## src/rtl/lcd_pkg.sv

```systemverilog
// Shared types and constants for the HD44780 LCD sequencer.
// Holds the FSM state encoding, o_lcd bit positions and the power-on init ROM.
package lcd_pkg;

    typedef enum logic [2:0] {
        S_PWR,
        S_SETUP,
        S_PULSE,
        S_HOLD,
        S_WAIT,
        S_IDLE
    } state_e;

    localparam int LCD_ON_BIT = 31;
    localparam int LCD_EN_BIT = 10;
    localparam int LCD_RS_BIT = 9;
    localparam int LCD_RW_BIT = 8;

    // 8-bit bus / 2 lines, display on, clear, entry mode increment
    localparam int INIT_LEN = 4;
    localparam logic [7:0] INIT_ROM [INIT_LEN] = '{8'h38, 8'h0C, 8'h01, 8'h06};

    function automatic int max_of(input int a, input int b);
        return (a > b) ? a : b;
    endfunction

endpackage

```

## src/rtl/lcd_delay_counter.sv

```systemverilog
// Loadable down-counter used for every LCD timing phase.
// Holds at zero until reloaded; zero flags the last cycle of a phase.
module lcd_delay_counter #(
    parameter int               WIDTH       = 8,
    parameter logic [WIDTH-1:0] RESET_VALUE = '0
) (
    input  logic             clk,
    input  logic             rst_n,
    input  logic             load,
    input  logic [WIDTH-1:0] load_value,
    output logic             zero
);

    logic [WIDTH-1:0] value;

    always_ff @(posedge clk or negedge rst_n) begin
        if (!rst_n) begin
            value <= RESET_VALUE;
        end else if (load) begin
            value <= load_value;
        end else if (value != '0) begin
            value <= value - WIDTH'(1);
        end
    end

    assign zero = (value == '0);

endmodule

```

## src/rtl/lcd_seq_ctrl.sv

```systemverilog
// HD44780 sequencer: power-on init, then one byte per valid/ready handshake,
// generating RS/EN timing and the execution wait for each write.
module lcd_seq_ctrl
    import lcd_pkg::*;
#(
    parameter int T_SETUP = 3,
    parameter int T_EN    = 12,
    parameter int T_HOLD  = 1,
    parameter int T_EXEC  = 2000,
    parameter int T_LONG  = 82000,
    parameter int T_PWR   = 750000
) (
    input  logic        i_clk,
    input  logic        i_rst,
    input  logic        i_valid,
    output logic        o_ready,
    input  logic        i_rs,
    input  logic [7:0]  i_data,
    output logic        o_init_done,
    output logic        o_busy,
    output logic [31:0] o_lcd
);

    localparam int T_MAX = max_of(max_of(max_of(T_SETUP, T_EN), max_of(T_HOLD, T_EXEC)),
                                  max_of(T_LONG, T_PWR));
    localparam int TW    = $clog2(T_MAX + 1);
    localparam int IDX_W = $clog2(INIT_LEN);

    localparam logic [TW-1:0] LD_SETUP = TW'(T_SETUP - 1);
    localparam logic [TW-1:0] LD_EN    = TW'(T_EN - 1);
    localparam logic [TW-1:0] LD_HOLD  = TW'(T_HOLD - 1);
    localparam logic [TW-1:0] LD_EXEC  = TW'(T_EXEC - 1);
    localparam logic [TW-1:0] LD_LONG  = TW'(T_LONG - 1);
    localparam logic [TW-1:0] LD_PWR   = TW'(T_PWR - 1);

    state_e             state;
    state_e             next_state;
    logic               timer_load;
    logic [TW-1:0]      timer_load_value;
    logic               timer_zero;
    logic               accept;
    logic               rom_load;
    logic               set_done;
    logic [IDX_W-1:0]   rom_idx_next;
    logic [IDX_W-1:0]   init_idx;
    logic               init_done_q;
    logic               on_q;
    logic               rs_q;
    logic [7:0]         data_q;
    logic               is_long;

    // Clear and home (commands 0x01..0x03) need the long execution wait
    assign is_long = !rs_q && (data_q[7:2] == 6'd0);

    lcd_delay_counter #(
        .WIDTH       (TW),
        .RESET_VALUE (LD_PWR)
    ) u_timer (
        .clk        (i_clk),
        .rst_n      (i_rst),
        .load       (timer_load),
        .load_value (timer_load_value),
        .zero       (timer_zero)
    );

    always_ff @(posedge i_clk or negedge i_rst) begin
        if (!i_rst) begin
            state <= S_PWR;
        end else begin
            state <= next_state;
        end
    end

    always_comb begin
        next_state       = state;
        timer_load       = 1'b0;
        timer_load_value = '0;
        accept           = 1'b0;
        rom_load         = 1'b0;
        rom_idx_next     = init_idx;
        set_done         = 1'b0;
        case (state)
            S_PWR: begin
                if (timer_zero) begin
                    next_state       = S_SETUP;
                    timer_load       = 1'b1;
                    timer_load_value = LD_SETUP;
                    rom_load         = 1'b1;
                    rom_idx_next     = '0;
                end
            end
            S_SETUP: begin
                if (timer_zero) begin
                    next_state       = S_PULSE;
                    timer_load       = 1'b1;
                    timer_load_value = LD_EN;
                end
            end
            S_PULSE: begin
                if (timer_zero) begin
                    next_state       = S_HOLD;
                    timer_load       = 1'b1;
                    timer_load_value = LD_HOLD;
                end
            end
            S_HOLD: begin
                if (timer_zero) begin
                    next_state       = S_WAIT;
                    timer_load       = 1'b1;
                    timer_load_value = is_long ? LD_LONG : LD_EXEC;
                end
            end
            S_WAIT: begin
                if (timer_zero) begin
                    if (init_done_q) begin
                        next_state = S_IDLE;
                    end else if (init_idx != IDX_W'(INIT_LEN - 1)) begin
                        next_state       = S_SETUP;
                        timer_load       = 1'b1;
                        timer_load_value = LD_SETUP;
                        rom_load         = 1'b1;
                        rom_idx_next     = init_idx + IDX_W'(1);
                    end else begin
                        next_state = S_IDLE;
                        set_done   = 1'b1;
                    end
                end
            end
            S_IDLE: begin
                if (i_valid) begin
                    next_state       = S_SETUP;
                    timer_load       = 1'b1;
                    timer_load_value = LD_SETUP;
                    accept           = 1'b1;
                end
            end
            default: begin
                next_state = S_PWR;
            end
        endcase
    end

    // RS/DATA stay registered until the next ROM load or user accept
    always_ff @(posedge i_clk or negedge i_rst) begin
        if (!i_rst) begin
            on_q        <= 1'b0;
            init_done_q <= 1'b0;
            init_idx    <= '0;
            rs_q        <= 1'b0;
            data_q      <= 8'h00;
        end else begin
            on_q <= 1'b1;
            if (set_done) begin
                init_done_q <= 1'b1;
            end
            if (rom_load) begin
                init_idx <= rom_idx_next;
                rs_q     <= 1'b0;
                data_q   <= INIT_ROM[rom_idx_next];
            end else if (accept) begin
                rs_q   <= i_rs;
                data_q <= i_data;
            end
        end
    end

    always_comb begin
        o_lcd             = '0;
        o_lcd[LCD_ON_BIT] = on_q;
        o_lcd[LCD_EN_BIT] = (state == S_PULSE);
        o_lcd[LCD_RS_BIT] = rs_q;
        o_lcd[LCD_RW_BIT] = 1'b0;
        o_lcd[7:0]        = data_q;
    end

    assign o_ready     = (state == S_IDLE);
    assign o_busy      = ~o_ready;
    assign o_init_done = init_done_q;

endmodule

```

## config.mk

```make
export PLATFORM = sky130hd
export DESIGN_NAME = lcd_seq_ctrl
export DESIGN_NICKNAME = d
export VERILOG_FILES = /design/src/rtl/lcd_pkg.sv /design/src/rtl/lcd_delay_counter.sv /design/src/rtl/lcd_seq_ctrl.sv
export SDC_FILE = /design/constraint.sdc
export NUM_CORES = 1
export LEC_CHECK = 0
export ABC_AREA = 0
export BUFFER_PORTS_ARGS = -buffer_cell sky130_fd_sc_hd__buf_2
export CAP_MARGIN = 20
export CORE_UTILIZATION = 55
export CTS_BUF_LIST = sky130_fd_sc_hd__clkbuf_4
export CTS_CLUSTER_DIAMETER = 150
export CTS_CLUSTER_SIZE = 20
export DETAILED_ROUTE_END_ITERATION = 6
export GPL_TIMING_DRIVEN = 0
export PLACE_DENSITY = 0.89
export SLEW_MARGIN = 30
export SYNTH_ARGS = -nofsm -noshare
export SYNTH_HDL_FRONTEND = slang
export SYNTH_SLANG_ARGS = --single-unit
```

## constraint.sdc

```tcl
create_clock -name i_clk -period 2.6 [get_ports i_clk]
set_clock_uncertainty 0.2 [all_clocks]
set_input_delay 0 -clock i_clk [delete_from_list [all_inputs] [get_ports i_clk]]
set_output_delay 0 -clock i_clk [all_outputs]
set_load 0.05 [all_outputs]
```

After elaboration in Yosys (flattened, before gate mapping). Index checks and enable logic that the tools add are counted.

$add $sub $neg: 2. Bitwise operators: 2. Reductions and logical operators: 10. Muxes and demuxes: 44. Order comparisons: 1. Equal/unequal tests: 12.

Operators with widths (count): 17-bit one-hot mux with 5 select lines (1); 20-bit two-way mux (2); 17-bit two-way mux (2); 8-bit two-way mux (4); 3-bit two-way mux (8); 20-bit zero test (1); 20-bit nonzero test (1); 20-bit by 1-bit subtractor with 20-bit output (second input constant) (1); 2-bit two-way mux (9); 3-bit one-hot mux with 6 select lines (1); 8-bit binary-select mux with 2-bit select (1); 1-bit two-way mux (12); 2-bit inequality test (second input constant) (6); 3-bit by 2-bit == test with 1-bit output (second input constant) (2); 3-bit == test (second input constant) (2); 6-bit zero test (1); 6-bit AND reduction (1); 4-bit two-way mux (1); 2-bit one-hot mux with 2 select lines (1); 2-bit nonzero test (2); 4-bit OR reduction (1); 3-bit by 1-bit == test with 1-bit output (second input constant) (1); 3-bit >= comparator (second input constant) (1); 3-bit zero test (1); 8 further kinds (8).

Input port bits: 12. Word-level logic and storage cells: 78. Register bits: 36.

Depth between registers and ports, before layout.
Depth after elaboration: 10. Mapped depth: 8. Mapped depth without buffers: 7.

Hierarchy. From an unflattened synthesis, not the netlist that was laid out.

Cell total of the unflattened synthesis: 241. Area, all modules: 2298.5 um^2.

By module, submodules not included: lcd_delay_counter (sequential area each 516.7 um^2, area an instance 1218.7 um^2, instances 1, cells an instance 123); lcd_seq_ctrl (sequential area each 400.4 um^2, area an instance 1079.8 um^2, instances 1, cells an instance 118).

Worst setup path before layout. OpenSTA, ideal clock, no wires.

Path type: reg-to-reg. Start point: register u_timer.value[0]. End point: register u_timer.value[15]. Stages on the path, launching flop included: 9. Setup time: 0.125 ns. Arrival: 2.086 ns. Setup slack: 0.189 ns. Path through: dfstp_2 -> inv_1 -> ha_1 -> or4b_4 -> or2_4 -> or3_1 -> buf_2 -> o21ai_4 -> nor2_1.

Longest elaborated chain between the ends: 4. Elaborated cells on any way between the ends: 11. Those cells by class: add/sub: 1; mux: 7; reduce/logical: 3.

Ends and longest elaborated chain: from (decl) (RTL line lcd_delay_counter.sv:14) `logic [WIDTH-1:0] value;`; from (signal assigned) (RTL line lcd_delay_counter.sv:20) `value <= load_value;`; from (signal assigned) (RTL line lcd_delay_counter.sv:22) `value <= value - WIDTH'(1);`; branches (longest 4 deep; another with 20-bit by 1-bit subtractor with 20-bit output).

Parallel ways; which one is timed is not known. The select of a mux whose other input is x is not followed. A chain may end at the register's enable or synchronous reset.

Final worst setup path.
Start point: register u_timer.value[1]. End point: register u_timer.value[18].

Longest elaborated chain between the ends: 4. Elaborated cells on any way between the ends: 9. Those cells by class: add/sub: 1; mux: 5; reduce/logical: 3.

Ends and longest elaborated chain: branches (longest 4 deep; another with 20-bit by 1-bit subtractor with 20-bit output).

Parallel ways; which one is timed is not known. The select of a mux whose other input is x is not followed.

==> flow_summary_export.csv <==
group,metric,value,unit
cells_and_area,layout-drive-gt1-share,0.301,
critical_path,r2r.worst_path.cells,8,
hold_path,hold_class,"in -> async",
synth,ys_seq_elements,36,
clocking,cts_sinks,36,
placement,io_buffers,25,
cells_and_area,n_antenna_cell,0,
clocking,clk_pin_slew_worst_paths,0.11,ns
clocking,cts_buffer_depth,2,
placement,gp_congestion,0.856,
synth,synth_edf_count,0,
critical_path,crit_start,"u_timer.value[1]$_DFFE_PN1P_",
routing,detail_route.wl_per_cell,13.4,microns
synth,synthSimpleGateAreaFrac,0.252,
status,status,"complete, no violations",
routing,first_iter_violations,92,
die,initial_core_util,0.579,
sta,period_minus_slack,2.52,ns
placement,place_ws,-0.0709,ns
clocking,root_buffer,"clkbuf_4",
synth,synth_compound_area_frac,0.130,
routing,dr.pass1.iters,5,
synth,syn_inst,230,
sta,setup_violations,0,
critical_path,worstPathArrival,2.54,ns
clocking,cts_tree,"built",
routing,vias,1835,
synth,ys_types,51,
placement,dp_hpwl,3200,microns
sta,worst_pin_slew,0.793,ns
synth,muxShareOfSynthArea,0.0246,
sta,worst_slack,0.0844,ns
global_routing,grt_max_degree,37,
sta,report.final.slew_viol_count,0,
placement,place_inst,323,
pwr,vdd_drop_max,0.330,mV
sta,max_freq,398,MHz
synth,synth_seq_area_share,0.429,
run,maxCapViolations,0,
die,die_x,64.3,microns
die,io_pins,47,
synth,synthArstFlopShare,1.00,
synth,syn_area_per_cell,9.29,sq um
clocking,clock_latency,0.34,ns
critical_path,path_max_fanout,7,
synth,synth_xor_area_frac,0.0451,
cells_and_area,fillers,290,
die,core_area,3690,sq um
critical_path,start_kind,"flip-flop",
die,fp.dieH,64.3,microns
synth,yosys.area_share.adder,0.0117,
critical_path,cp.required,2.63,ns
critical_path,rr_startpoint,"u_timer.value[1]$_DFFE_PN1P_",
cells_and_area,syn_to_final_growth,22.4,%
synth,ys.flop_type,"dfrtp_1",
synth,synth_top_family_by_area,"simple AND/OR/NAND/NOR gates",
pwr,p_per_area,373,nW/um^2
die,die-area,4140,sq um
global_routing,grt.total_usage,0.250,
routing,drcViolationCount,0,
die,core.rowCount,22,
routing,wirelength,4630,microns
cells_and_area,finalNonFillerCells,344,
routing,via_per_inst,5.33,
global_routing,overflow,0,
sta,hold_viol,0,
sta,rsz0062_at_grt,"no",
sta,max_slew_margin,0.472,
routing,antenna_left,0,
synth,netlist_area,2140,sq um
clocking,cts_buffers,5,
global_routing,grt_pass1_vias,1775,
global_routing,antenna_found_initial,0,
cells_and_area,fin_nets,309,
critical_path,crit_path_end_kind,"flip-flop",
global_routing,grt_first_pass_wirelength,7890,microns
critical_path,path_class,"reg -> reg",
sta,post-route-period-util,0.968,
pwr,p_leak,1.18,nW
pwr,p_total,975,uW
clocking,htree_levels,2,
synth,yosys_warnings,0,
cell usage after synthesis, types with 2 or more instances:
cell type  count  area [sq um]
nand2_1       25          93.8
buf_4         23           173
dfrtp_1       23           576
o21ai_0       16          80.1
nor2_1        15          56.3
dfstp_2       13           342
xnor2_1        8          70.1
a21oi_1        7          35.0
nand3_1        7          35.0
nor3_1         7          35.0
inv_1          6          22.5
or3_1          6          37.5
nor4_1         5          31.3
a31oi_1        4          25.0
clkbuf_1       4          15.0
nand4_1        4          25.0
nor2b_1        4          25.0
a22oi_1        3          22.5
mux2i_1        3          30.0
o22ai_1        3          18.8
xor2_1         3          26.3
and2_1         2          12.5
and3_1         2          12.5
buf_2          2          10.0
conb_1         2          7.51
ha_1           2          25.0
mux2_2         2          22.5
nand2b_1       2          12.5
nor3b_1        2          15.0
o21a_1         2          15.0
o31ai_1        2          15.0
or4_1          2          15.0
path summary, 6_finish.rpt:
check / end / slack (ns)
worst min-delay path: u_timer.value[15]$_DFFE_PN0P_ / 0.07
max in group asynchronous: state[1]$_DFFE_PN0P_ / 1.63
min in group i_clk: data_q[7]$_DFFE_PN0P_ / 0.23
worst min register to register: u_timer.value[13]$_DFFE_PN1P_ / 0.31
worst max register to register: u_timer.value[18]$_DFFE_PN0P_ / 0.08
worst max-delay path: u_timer.value[18]$_DFFE_PN0P_ / 0.08
through the flow:
step	instance area [sq um]	hold WS, ns	TNS [ns]	util
floorplan	2210	-0.496	0	-
global placement	2400	-0.0712	-0.150	0.650
detailed placement	2400	-0.0655	-0.330	0.650
CTS	2580	0.0989	0	0.700
global route	2610	0.132	0	0.709
finish	2610	0.0669	0	0.709
final cells by class:
type	instances	area [sq um]	area share
multi-input combinational	179	1110	0.423
clock inverter	3	13.8	0.00527
clock buffer	5	37.5	0.0144
timing repair buffer	38	250	0.0957
buffer	29	204	0.0780
tap	48	60.1	0.0230
inverter	6	25.0	0.00957
sequential	36	917	0.351
power breakdown:
part	switching, mW	leakage [nW]	internal [mW]
Combinational	0.0886	0.733	0.0400
Sequential	0.000164	0.418	0.562
Clock	0.186	0.0324	0.0992
what timing repair did:
item	in CTS	in global routing
setup buffers	2	0
pin swaps	3	5
hold buffers	11	0
endpoints found under the hold margin	61	0
gates resized for setup	4	6
endpoints found under the setup margin	9	26
cell families after synthesis:
group                    Yosys count
AO/OA/AOI/OAI                     44
other                              2
multiplexers                       5
XOR/XNOR                          11
adder cells (fa/ha/maj)            2
flip-flops                        36
AND/OR/NAND/NOR                   95
buffers and inverters             35
flip-flops by register name, summed over array words and instances (netlist names):
name           flops
u_timer.value     20
data_q             8
state              3
init_idx           2
o_init_done        1
on_q               1
rs_q               1
metal layers:
metal | track usage | part of all wire | wire [microns] | up-vias
li1 | - | - | - | 906
met1 | 0.309 | 0.44 | 2010 | 856
met2 | 0.403 | 0.50 | 2300 | 61
met3 | 0.0464 | 0.042 | 196 | 12
met4 | 0.153 | 0.025 | 116 | 0
met5 | 0 | 0 | 0 | -
placed cells by master (no fill, tap or decap), types with 5 or more instances in the layout:
cell type      instances
a21oi_1                7
buf_2                 26
buf_4                 25
clkbuf_4               5
conb_1                22
dfrtp_1               23
dfstp_2               13
dlygate4sd3_1         11
nand2_1               25
nand3_1                7
nor2_1                15
nor3_1                 7
nor4_1                 5
o21ai_0               16
or3_1                  5
xnor2_1                8
worst max-delay path, stage by stage, from the launching register on:
cell,delay (ns)
dfstp_2,0.40
inv_4,0.07
ha_4,0.13
or4b_4,0.50
or2_4,0.29
or3_4,0.34
buf_6,0.14
o21ai_4,0.25
nor2_1,0.08
No activity file was read; power rests on OpenSTA's default activity.
